$ cat src/rtl/operand_fetch_rf_pkg.sv
// Shared constants and types for the operand-fetch register file slice.
// The WB_BYPASS_EN option itself is consumed in operand_fetch_rf.sv.
package operand_fetch_rf_pkg;

  localparam int DATA_W = 16;
  localparam int NREGS  = 8;
  localparam int ADDR_W = $clog2(NREGS);
  localparam int CNT_W  = ADDR_W + 1;

  typedef logic [ADDR_W-1:0] reg_idx_t;
  typedef logic [DATA_W-1:0] data_t;
  typedef logic [CNT_W-1:0]  cnt_t;

  localparam reg_idx_t REG_ZERO = '0;

  function automatic cnt_t popcount(input logic [NREGS-1:0] v);
    cnt_t cnt;
    cnt = '0;
    for (int i = 0; i < NREGS; i++) begin
      cnt = cnt + cnt_t'(v[i]);
    end
    return cnt;
  endfunction

endpackage

$ cat src/rtl/operand_fetch_rf_if.sv
// Decode / write-back facing bus of the operand-fetch register file.
// Handshake: decode holds rd_req and its fields; the request is taken in any cycle where stall=0 and flush=0.
interface operand_fetch_rf_if;
  import operand_fetch_rf_pkg::*;

  logic     wb_en;
  reg_idx_t wb_addr;
  data_t    wb_data;
  logic     rd_req;
  reg_idx_t rs_addr;
  reg_idx_t rt_addr;
  logic     dst_vld;
  reg_idx_t dst_addr;
  logic     flush;
  logic     stall;
  logic     op_valid;
  data_t    rs_data;
  data_t    rt_data;
  cnt_t     pend_cnt;

  modport master (
    output wb_en, wb_addr, wb_data, rd_req, rs_addr, rt_addr, dst_vld, dst_addr, flush,
    input  stall, op_valid, rs_data, rt_data, pend_cnt
  );

  modport slave (
    input  wb_en, wb_addr, wb_data, rd_req, rs_addr, rt_addr, dst_vld, dst_addr, flush,
    output stall, op_valid, rs_data, rt_data, pend_cnt
  );

endinterface

$ cat src/rtl/operand_fetch_rf_scoreboard.sv
// Pending-destination scoreboard: flush beats everything, a set beats a clear on the same index.
// pend_cnt is registered alongside the pending vector so it always matches it.
module operand_fetch_rf_scoreboard
  import operand_fetch_rf_pkg::*;
(
  input  logic             clk,
  input  logic             reset,
  input  logic             clr_en,
  input  reg_idx_t         clr_idx,
  input  logic             set_en,
  input  reg_idx_t         set_idx,
  input  logic             flush,
  output logic [NREGS-1:0] pending,
  output cnt_t             pend_cnt
);

  logic [NREGS-1:0] pending_nxt;

  always_comb begin
    pending_nxt = pending;
    if (clr_en) pending_nxt[clr_idx] = 1'b0;
    if (set_en) pending_nxt[set_idx] = 1'b1;
    pending_nxt[REG_ZERO] = 1'b0;
    if (flush) pending_nxt = '0;
  end

  always_ff @(posedge clk or negedge reset) begin
    if (!reset) begin
      pending  <= '0;
      pend_cnt <= '0;
    end else begin
      pending  <= pending_nxt;
      pend_cnt <= popcount(pending_nxt);
    end
  end

endmodule

$ cat src/rtl/operand_fetch_rf.sv
// Register file with two registered operand reads and RAW stall against in-flight destinations.
// Optional `WB_BYPASS_EN forwards a same-cycle write-back into the operands and suppresses its stall.
module operand_fetch_rf
  import operand_fetch_rf_pkg::*;
(
  input logic               clk,
  input logic               reset,
  operand_fetch_rf_if.slave bus
);

  data_t            regs [NREGS];
  logic [NREGS-1:0] pending;
  logic             haz_rs;
  logic             haz_rt;
  logic             accept;
  data_t            rs_rd;
  data_t            rt_rd;

  function automatic data_t read_port(input reg_idx_t idx, input data_t arr_val);
    data_t v;
    v = arr_val;
`ifdef WB_BYPASS_EN
    if (bus.wb_en && bus.wb_addr == idx) v = bus.wb_data;
`endif
    if (idx == REG_ZERO) v = '0;
    return v;
  endfunction

  function automatic logic hazard(input reg_idx_t idx);
    logic h;
    h = pending[idx] && (idx != REG_ZERO);
`ifdef WB_BYPASS_EN
    // The write-back landing this cycle satisfies the dependency through the bypass.
    if (bus.wb_en && bus.wb_addr == idx) h = 1'b0;
`endif
    return h;
  endfunction

  always_comb begin
    haz_rs    = hazard(bus.rs_addr);
    haz_rt    = hazard(bus.rt_addr);
    bus.stall = bus.rd_req && !bus.flush && (haz_rs || haz_rt);
    accept    = bus.rd_req && !bus.stall && !bus.flush;
    rs_rd     = read_port(bus.rs_addr, regs[bus.rs_addr]);
    rt_rd     = read_port(bus.rt_addr, regs[bus.rt_addr]);
  end

  always_ff @(posedge clk or negedge reset) begin
    if (!reset) begin
      for (int i = 0; i < NREGS; i++) regs[i] <= '0;
    end else if (bus.wb_en && bus.wb_addr != REG_ZERO) begin
      regs[bus.wb_addr] <= bus.wb_data;
    end
  end

  // Operands hold their last values when nothing is accepted.
  always_ff @(posedge clk or negedge reset) begin
    if (!reset) begin
      bus.op_valid <= 1'b0;
      bus.rs_data  <= '0;
      bus.rt_data  <= '0;
    end else begin
      bus.op_valid <= accept;
      if (accept) begin
        bus.rs_data <= rs_rd;
        bus.rt_data <= rt_rd;
      end
    end
  end

  operand_fetch_rf_scoreboard u_scoreboard (
    .clk      (clk),
    .reset    (reset),
    .clr_en   (bus.wb_en),
    .clr_idx  (bus.wb_addr),
    .set_en   (accept && bus.dst_vld),
    .set_idx  (bus.dst_addr),
    .flush    (bus.flush),
    .pending  (pending),
    .pend_cnt (bus.pend_cnt)
  );

endmodule

$ cat src/flat_wrapper.sv
// flat-port wrapper written by rule: the top's interface ports become plain ports
module operand_fetch_rf_flat import operand_fetch_rf_pkg::*;
  (clk, reset, bus_wb_en, bus_wb_addr, bus_wb_data, bus_rd_req, bus_rs_addr, bus_rt_addr, bus_dst_vld, bus_dst_addr, bus_flush, bus_stall, bus_op_valid, bus_rs_data, bus_rt_data, bus_pend_cnt);
  operand_fetch_rf_if bus_i ();
  input logic clk;
  input logic reset;
  input wire logic [$bits(bus_i.wb_en)-1:0] bus_wb_en;
  input wire logic [$bits(bus_i.wb_addr)-1:0] bus_wb_addr;
  input wire logic [$bits(bus_i.wb_data)-1:0] bus_wb_data;
  input wire logic [$bits(bus_i.rd_req)-1:0] bus_rd_req;
  input wire logic [$bits(bus_i.rs_addr)-1:0] bus_rs_addr;
  input wire logic [$bits(bus_i.rt_addr)-1:0] bus_rt_addr;
  input wire logic [$bits(bus_i.dst_vld)-1:0] bus_dst_vld;
  input wire logic [$bits(bus_i.dst_addr)-1:0] bus_dst_addr;
  input wire logic [$bits(bus_i.flush)-1:0] bus_flush;
  output wire logic [$bits(bus_i.stall)-1:0] bus_stall;
  output wire logic [$bits(bus_i.op_valid)-1:0] bus_op_valid;
  output wire logic [$bits(bus_i.rs_data)-1:0] bus_rs_data;
  output wire logic [$bits(bus_i.rt_data)-1:0] bus_rt_data;
  output wire logic [$bits(bus_i.pend_cnt)-1:0] bus_pend_cnt;
  assign bus_i.wb_en = bus_wb_en;
  assign bus_i.wb_addr = bus_wb_addr;
  assign bus_i.wb_data = bus_wb_data;
  assign bus_i.rd_req = bus_rd_req;
  assign bus_i.rs_addr = bus_rs_addr;
  assign bus_i.rt_addr = bus_rt_addr;
  assign bus_i.dst_vld = bus_dst_vld;
  assign bus_i.dst_addr = bus_dst_addr;
  assign bus_i.flush = bus_flush;
  assign bus_stall = bus_i.stall;
  assign bus_op_valid = bus_i.op_valid;
  assign bus_rs_data = bus_i.rs_data;
  assign bus_rt_data = bus_i.rt_data;
  assign bus_pend_cnt = bus_i.pend_cnt;
  operand_fetch_rf u_core (.clk(clk), .reset(reset), .bus(bus_i));
endmodule
$ cat config.mk
export PLATFORM = sky130hd
export DESIGN_NAME = operand_fetch_rf_flat
export DESIGN_NICKNAME = d
export VERILOG_FILES = /design/src/rtl/operand_fetch_rf_pkg.sv /design/src/rtl/operand_fetch_rf_if.sv /design/src/rtl/operand_fetch_rf_scoreboard.sv /design/src/rtl/operand_fetch_rf.sv /design/src/flat_wrapper.sv
export SDC_FILE = /design/constraint.sdc
export NUM_CORES = 1
export LEC_CHECK = 0
export CORE_UTILIZATION = 62
export DETAILED_ROUTE_END_ITERATION = 7
export PLACE_DENSITY = 0.85
export SYNTH_ARGS = -nofsm -noshare
export SYNTH_HDL_FRONTEND = slang
export SYNTH_SLANG_ARGS = --single-unit
$ cat constraint.sdc
create_clock -name clk -period 5.7 [get_ports clk]
set_input_delay 0.57 -clock clk [delete_from_list [all_inputs] [get_ports clk]]
set_output_delay 0.57 -clock clk [all_outputs]
set_load 0.01 [all_outputs]
==> metrics, run 1 <==
Buf/Inv on CP=3; Synth Area in XOR/XNOR=0%; Leak=about 4.0 nW; Netlist cell types=38; slew margin rel.=38.47%; setup_tns=0 ps; filler instances=slightly below 800; Final HPWL DP=about 12,000 microns; post-layout power=roughly 3.5 mW; clock-pin transition on the worst setup and hold timing paths=approximately 60 ps; share of cells above drive strength 1=between 40% and 50%; largest area contributor in the netlist=dfrtp_1; Layout Nets=~670; CTS Root Cell=clkbuf_16; Adder-Cell Fraction of Synth Area=under 10%; number of remaining DRC errors=0; Clock Latency Late Sink=~430 ps; GRT overflow=0; antenna diode count=0; CP startpoint kind=input port; Worst Hold Class=input port to async pin; row count=between 40 and 50; run status=complete, no violations; Final Setup Violations=0; largest net degree at the start of global routing=100; Core ar.=12,570 sq um; GRT Util Overall=a little under a third; crit path max fanout=19; MaxCap Viol Count=0; largest family of logic cells by synthesized area=multiplexers; DIE AREA=between 10,000 and 15,000 sq um; initial antenna violation count=0; Net Count, Synth=605; async set-reset flop share out of synthesis=100.0%; number of flops mapped to enable cells by yosys=0; number of post-CTS setup repair buffers=0; syn avg cell area=around 14 sq um; PD cells=~370 nW/um^2; design area=9390 sq um; Starting Density=between 60% and 70%; compound-gate portion of the synthesized area=7.153%; yosys warns=0; Synth top area share=about half; RSZ-0062 raised after global routing=no; area occupied by multi-input gates=around 3900 sq um; delay-heaviest family, CP=adder cells; TritonCTS Sinks=about 160; most used cell, CP=fa_1; die height=around 120 microns; number of CTS-inserted buffers=17; Clock Path Buffers=2; vias per inst=about 6.5; Main synth FF type=dfrtp_1; TritonCTS clock tree=done; Max Clock Skew=about 5 ps; H-Tree Depth=4; number of vias after detailed routing=between 5,000 and 6,000; final worst setup slack=1257 ps; Area growth, synth to finish=17.73%; slowest CP cell=clkdlybuf4s50_1; die width=roughly 120 microns; worst slew pin tran=~920 ps; Placer Congestion=about 0.84; Final Hold Fails=0; Worst Path Arrival=4740 ps; Critical Path, Cell by Cell=clkdlybuf4s50_1, mux2_2, o22ai_2, o21ai_1, o32ai_1, fa_1, inv_1, fa_1, inv_1, fa_1, fa_1; fin crit period=4443 ps; vias in the first global route=5,618; DRT iter0 DRCs=550; mux contribution to synthesized area=~36%; Crit path required time=5990 ps; period utilization=77.95%; slowest stage delay, CP=between 1000 and 1500 ps; Register Area=approximately 3900 sq um; Seq cells post-synth=between 150 and 200; sequential fraction of the synthesis area=between 40% and 50%; Slew Limit Fails=0; cts repair resizes=0; FMAX=roughly 0.23 GHz; drt pass-1 iters=7; Port Buffers=70; final core occ=approximately three quarters; wirelength, routed=18,920 microns; placed cell area=8827 sq um; CTS Hold Buffers Added=0; mapped cell area=7976 sq um; Routed wire per std cell=23.28 microns; first-pass GRT wire length=between 30,000 and 40,000 microns; Post-Synthesis Cells=567; dominant cells by area after synthesis=dfrtp_1, mux2_2, mux4_2; Crit Path Category=input port to register; Peak VDD IR=~0.22 mV; IO Pins=72; dpl ws=around 900 ps; antenna viol nets, final=0; Worst setup EP type=register; fraction of the mapped netlist area in simple logic gates=roughly 3.9%
## worst register-to-register path: cells and delay by family, from the launching register on
kind            cells  cell delay (ps)
buf+inv             2              110
fa+ha+maj           4             1870
flops               1              430
compound gates      2              530
simple gates        1               90
mux                 1              550
## power by group
group	leakage [nW]	switching, mW	internal [mW]	total (mW)
clock	0.277	0.424	0.650	1.07
combinational	1.84	0.332	0.559	0.891
sequential	1.90	0.184	1.36	1.54
total	4.01	0.940	2.57	3.51
## area by class of cell
cell class	instances	share of cell area, %
clock buffer	23	5.303
clock inverter	7	0.6929
tap	172	2.292
inverter	7	0.2798
multi-input combinational	362	41.40
sequential	155	41.31
timing repair buffer	87	8.728
## cell usage in the layout (no fill, tap or decap), types with 7 or more instances in the layout
| cell | netlist | routed |
|---|---|---|
| nand2_1 | 37 | 37 |
| clkdlybuf4s50_1 | 0 | 67 |
| clkbuf_16 | 0 | 17 |
| inv_1 | 7 | 7 |
| buf_4 | 1 | 17 |
| mux4_2 | 33 | 33 |
| dfrtp_1 | 155 | 155 |
| a22oi_1 | 31 | 31 |
| mux2_2 | 148 | 148 |
| o21ai_0 | 31 | 31 |
| mux2_4 | 29 | 29 |
## Yosys cell counts (2+ instances only)
library cell,number
a21oi_1,5
nand2_1,37
buf_2,9
nor4bb_1,2
buf_6,5
mux4_2,33
mux2i_1,5
nand2b_1,5
o21ai_0,31
a22oi_1,31
fa_1,4
mux2_2,148
nand4b_1,3
nand3_1,5
buf_1,5
inv_1,7
o2111ai_1,3
o41ai_1,2
nor2b_1,4
mux2_4,29
dfrtp_1,155
clkbuf_1,23
## cell families after synthesis
kind of cell	count (synthesis)
mux	215
flops	155
compound gates	81
simple gates	61
buf+inv	50
fa+ha+maj	4
other cells	1
## flip-flops by register name (all words and copies together) (netlist names)
signal	cells
u_core.bus.rs_data	16
u_core.bus.rt_data	16
u_core.regs	112
u_core.u_scoreboard.pending	7
u_core.bus.op_valid	1
u_core.u_scoreboard.pend_cnt	3
## layer usage
layer	wire, microns	global-route usage [%]
met2	9376	49.90
met5	0	0
met3	1361	7.845
met4	359	10.91
met1	7826	40.99
## per-stage QoR
stage,hold WS [ps],instances
finish,259.5,813
global route,329.0,813
CTS,294.4,813
detailed placement,496.3,783
global placement,489.2,783
floorplan,274.4,567
## worst paths after layout
path | startpoint | end | slack, ps | cells after the start
max | bus_rt_addr[1] | u_core.u_scoreboard.pend_cnt[1] | 1260 | 11
min | reset | u_core.bus.rs_data[2] | 260 | 1
max reg2reg | u_core.u_scoreboard.pending[1] | u_core.u_scoreboard.pend_cnt[1] | 1980 | 10
min reg2reg | u_core.bus.rs_data[1] | u_core.bus.rs_data[1] | 510 | 1
max in group asynchronous | reset | u_core.regs[61] | 4140 | 2
min in group clk | u_core.bus.rs_data[1] | u_core.bus.rs_data[1] | 510 | 1
No activity file was read; power rests on OpenSTA's default activity.
==> run 2: changes to the inputs <==
--- a/config.mk
+++ b/config.mk
@@ -5,9 +5,9 @@
 export SDC_FILE = /design/constraint.sdc
 export NUM_CORES = 1
 export LEC_CHECK = 0
-export CORE_UTILIZATION = 62
+export CORE_UTILIZATION = 58
 export DETAILED_ROUTE_END_ITERATION = 7
-export PLACE_DENSITY = 0.85
+export PLACE_DENSITY = 0.8
 export SYNTH_ARGS = -nofsm -noshare
 export SYNTH_HDL_FRONTEND = slang
 export SYNTH_SLANG_ARGS = --single-unit
==> constraint.sdc (replaced) <==
create_clock -name clk -period 4.1 [get_ports clk]
set_input_delay 0.41 -clock clk [delete_from_list [all_inputs] [get_ports clk]]
set_output_delay 0.41 -clock clk [all_outputs]
set_load 0.01 [all_outputs]
==> metrics, run 2 (synthesized netlist as in run 1, its figures left out) <==
TritonCTS clock tree=done; DRT iter0 DRCs=~370; worst reg2reg path depth=10; drt pass-1 iters=5; commonest non-fill, non-tap cell in the layout=dfrtp_1; GRT Util Overall=28.47%; setup_tns=0 ps; worst hold slack=a little under 4 ps; Slew Limit Fails=0; GRT overflow=0; fin crit period=~3600 ps; number of CTS-inserted buffers=17; DIE AREA=14,230 sq um; Top Registers=u_core.regs (112), u_core.bus.rs_data (16), u_core.bus.rt_data (16); worst slew pin tran=between 800 and 900 ps; number of vias after detailed routing=5,286; Final HPWL DP=between 10,000 and 15,000 microns; cts repair resizes=0; Crit Path Category=input port to register; Routed wire per std cell=~23 microns; Max Clock Skew=roughly 7 ps; switch share=26.40%; most frequent cells in the layout=dfrtp_1, mux2_2, clkdlybuf4s50_1; share of cells above drive strength 1=between 40% and 50%; vias in the first global route=about 5,600; Starting Density=between 50% and 60%; Seq pwr share=43.5%; worst r2r src=u_core.u_scoreboard.pending[1]; final core occ=70.97%; die width=119.3 microns; Worst Hold Class=input port to async pin; Final Setup Violations=0; Clock Latency Late Sink=approximately 420 ps; vias per inst=about 6.4; wirelength, routed=between 15,000 and 20,000 microns; TritonCTS Sinks=~160; CTS Hold Buffers Added=0; Clock Path Buffers=2; RSZ-0062 raised after global routing=no; IO Pins=between 70 and 80; Final Hold Fails=0; internal power=roughly 3.6 mW; largest net degree at the start of global routing=73; Worst setup EP type=register; Crit path required time=4390 ps; Area growth, synth to finish=18.76%; H-Tree Depth=4; row count=42; Comb pwr share=around a quarter; share of total power in the clock network=between 30 and 40%; PD cells=517.5 nW/um^2; MaxCap Viol Count=0; Largest register FFs=between 100 and 150; Core ar.=about 13,000 sq um; initial antenna violation count=0; crit path from=bus_rs_addr[2]; number of remaining DRC errors=0; R2R Path End=u_core.u_scoreboard.pend_cnt[1]; Peak VDD IR=0.3133 mV; slew margin rel.=roughly 43%; run status=complete, no violations; Worst Path Arrival=3850 ps; CTS Root Cell=clkbuf_16; r2r setup slk=~650 ps; antenna viol nets, final=0; Net Switching=~1.3 mW; Layout Nets=a little under 700; antenna diode count=0; Port Buffers=70; period utilization=between 80% and 90%; largest register by flop count=u_core.regs; FMAX=approximately 0.28 GHz; clock-pin transition on the worst setup and hold timing paths=roughly 60 ps; Leak=about 4 nW; crit path max fanout=5; first-pass GRT wire length=~30,000 microns; die height=roughly 120 microns; CP startpoint kind=input port; Placer Congestion=roughly 0.82; number of post-CTS setup repair buffers=0
run 2: changes by cell type in the layout (fill, tap and decap cells not counted):
cell and change:
clkbuf_8 -2, bufinv_16 +1, buf_4 +7, clkinvlp_4 -2
clkinv_4 +3, clkbuf_1 -1, clkinv_2 +3
run 2: stage by stage:
step	setup WS, ps	std cells	power [mW]	cell area, sq um
3_3_place_gp	140.3	794	3.296	8885
3_5_place_dp	92.62	794	3.383	8885
4_1_cts	542.5	826	4.927	9473
6_report	539.7	826	4.902	9473
2_1_floorplan	500.2	567	2.874	7976
5_1_grt	389.5	826	5.127	9473
run 2: layer usage:
| layer | vias to the layer above | GRT usage [%] | wire length (microns) |
|---|---|---|---|
| met1 | 2795 | 37.77 | 8004 |
| li1 | 2271 | - | - |
| met3 | 32 | 6.897 | 1094 |
| met4 | 0 | 11.08 | 415 |
| met2 | 188 | 45.31 | 9118 |
| met5 | - | 0 | 0 |
run 2: worst max path at each step:
| stage | end | slack (ps) |
|---|---|---|
| 6_report | u_core.u_scoreboard.pend_cnt[1] | 540 |
| 5_1_grt | u_core.u_scoreboard.pend_cnt[1] | 390 |
| 4_1_cts | u_core.u_scoreboard.pend_cnt[1] | 540 |
| 3_5_place_dp | u_core.u_scoreboard.pend_cnt[1] | 90 |
| 3_3_place_gp | u_core.u_scoreboard.pend_cnt[1] | 140 |
| 2_1_floorplan | u_core.u_scoreboard.pend_cnt[1] | 500 |
run 2: cell type report:
type | count | area (sq um)
fill | 907 | 3875
timing repair buffer | 94 | 872.1
sequential | 155 | 3879
tap | 176 | 220.2
clock buffer | 20 | 466.7
inverter | 7 | 26.28
multi-input combinational | 362 | 3887
clock inverter | 12 | 121.4
run 2: power by group through the flow:
stage          combinational, mW  sequential [mW]  clock, mW
6_report                    1.23             2.13       1.54
5_1_grt                     1.32             2.18       1.63
4_1_cts                     1.24             2.12       1.56
3_5_place_dp                1.23             2.15          0
3_3_place_gp                1.19             2.11          0
2_1_floorplan              0.744             2.13          0
run 2: critical path: stages:
cell,delay (ps)
clkdlybuf4s50_1,540
mux4_2,600
o21ai_1,160
o32ai_1,170
fa_1,580
inv_1,60
fa_1,470
inv_1,50
fa_1,370
fa_1,440
==> run 3: changes to the inputs <==
--- a/config.mk
+++ b/config.mk
@@ -8,6 +8,7 @@
 export CORE_UTILIZATION = 58
 export DETAILED_ROUTE_END_ITERATION = 7
 export PLACE_DENSITY = 0.8
+export REMOVE_ABC_BUFFERS = 1
 export SYNTH_ARGS = -nofsm -noshare
 export SYNTH_HDL_FRONTEND = slang
 export SYNTH_SLANG_ARGS = --single-unit
==> metrics, run 3 (synthesized netlist as in run 1, its figures left out) <==
run status=complete, no violations; Top Registers=u_core.regs (112), u_core.bus.rs_data (16), u_core.bus.rt_data (16); Area growth, synth to finish=18.26%; DIE AREA=between 10,000 and 15,000 sq um; GRT Util Overall=27.77%; number of CTS-inserted buffers=17; vias per inst=between 6 and 7; most frequent cells in the layout=dfrtp_1, mux2_2, clkdlybuf4s50_1; Worst Path Arrival=approximately 3800 ps; setup_tns=0 ps; first-pass GRT wire length=slightly below 30,000 microns; H-Tree Depth=4; Routed wire per std cell=about 22 microns; FMAX=approximately 0.28 GHz; Peak VDD IR=roughly 0.34 mV; share of cells above drive strength 1=41.58%; slowest stage delay, CP=a little under 700 ps; largest net degree at the start of global routing=94; CP startpoint kind=input port; Clock Path Buffers=2; Placer Congestion=0.8924; DRT iter0 DRCs=379; RSZ-0062 raised after global routing=no; crit path max fanout=6; Leak=4.033 nW; period utilization=86.14%; delay-heaviest family, CP=adder cells; clock-pin transition on the worst setup and hold timing paths=approximately 60 ps; r2r setup slk=between 600 and 700 ps; worst slew pin tran=between 800 and 900 ps; Worst Hold Class=input port to async pin; crit path from=bus_rt_addr[1]; die width=roughly 120 microns; Buf/Inv on CP=3; antenna viol nets, final=0; Max Clock Skew=between 10 and 15 ps; CTS Hold Buffers Added=0; die height=119.3 microns; vias in the first global route=~5,500; worst setup path end=u_core.u_scoreboard.pend_cnt[1]; Port Buffers=70; TritonCTS clock tree=done; MaxCap Viol Count=0; WP depth=11; Crit path required time=4390 ps; most used cell, CP=fa_1; fin crit period=3532 ps; GRT overflow=0; Core ar.=13,350 sq um; largest register by flop count=u_core.regs; dpl ws=121.2 ps; design area=approximately 9400 sq um; Final Setup Violations=0; Final Hold Fails=0; CTS Root Cell=clkbuf_16; final worst setup slack=about 570 ps; worst reg2reg path depth=10; antenna diode count=0; IO Pins=72; Slew Limit Fails=0; Layout Nets=~670; cts repair resizes=0; Final HPWL DP=~11,000 microns; row count=42; Clock Latency Late Sink=around 420 ps; TritonCTS Sinks=155; placed cell area=just under 9000 sq um; number of vias after detailed routing=about 5,200; PD cells=511.6 nW/um^2; number of remaining DRC errors=0; number of post-CTS setup repair buffers=0; Starting Density=59.76%; slowest CP cell=clkdlybuf4s50_1; R2R Path End=u_core.u_scoreboard.pend_cnt[1]; initial antenna violation count=0; slew margin rel.=approximately 43%; Worst setup EP type=register; wirelength, routed=about 18,000 microns; Largest register FFs=between 100 and 150; drt pass-1 iters=5; Critical Path, Cell by Cell=clkdlybuf4s50_1, mux2_2, o22ai_2, o21ai_1, o32ai_1, fa_1, inv_1, fa_1, inv_1, fa_1, fa_1; commonest non-fill, non-tap cell in the layout=dfrtp_1; Crit Path Category=input port to register; worst r2r src=u_core.u_scoreboard.pending[6]
-- run 3: power by group --
group	switching (mW)	leakage (nW)	total (mW)	internal, mW
Combinational	0.438	1.87	1.22	0.781
Sequential	0.243	1.90	2.13	1.89
Clock	0.586	0.268	1.48	0.891
-- run 3: worst min-delay path by stage --
stage / startpoint / to / slack (ps)
floorplan: reset / u_core.bus.op_valid / 110
global placement: u_core.bus.rt_data[15] / u_core.bus.rt_data[15] / 490
detailed placement: u_core.bus.rs_data[7] / u_core.bus.rs_data[7] / 500
CTS: reset / u_core.regs[108] / 100
global route: reset / u_core.regs[108] / 120
finish: reset / u_core.regs[108] / 40
-- run 3: cell type report --
| type | instances | area, sq um |
|---|---|---|
| fillers | 905 | 3915 |
| well taps | 176 | 220.2 |
| repair buffers | 93 | 864.6 |
| inverters | 7 | 26.28 |
| clock inverters | 6 | 63.81 |
| multi-input cells | 362 | 3887 |
| clock buffers | 24 | 491.7 |
| flip-flops and latches | 155 | 3879 |
-- run 3: worst reg2reg max path, stage by stage (launching register included) --
cell,delay [ps]
dfrtp_1,410
mux2i_1,100
mux4_2,560
o21ai_1,160
o32ai_1,160
fa_1,560
inv_1,50
fa_1,480
inv_1,50
fa_1,370
fa_1,430
-- run 3: per-stage QoR --
stage	hold WS [ps]	power (mW)	util [%]	std cells
floorplan	114.4	2.834	-	524
global placement	489.7	3.285	66.51	793
detailed placement	495.7	3.364	66.51	793
CTS	98.82	4.845	70.67	823
global route	115.5	5.047	70.67	823
finish	39.71	4.826	70.67	823
-- run 3: routing by layer --
metal	track usage (%)	part of all wire, %
met5	0	0
met4	8.149	1.3
met3	6.992	5.9
met2	46.08	50
met1	36.10	43
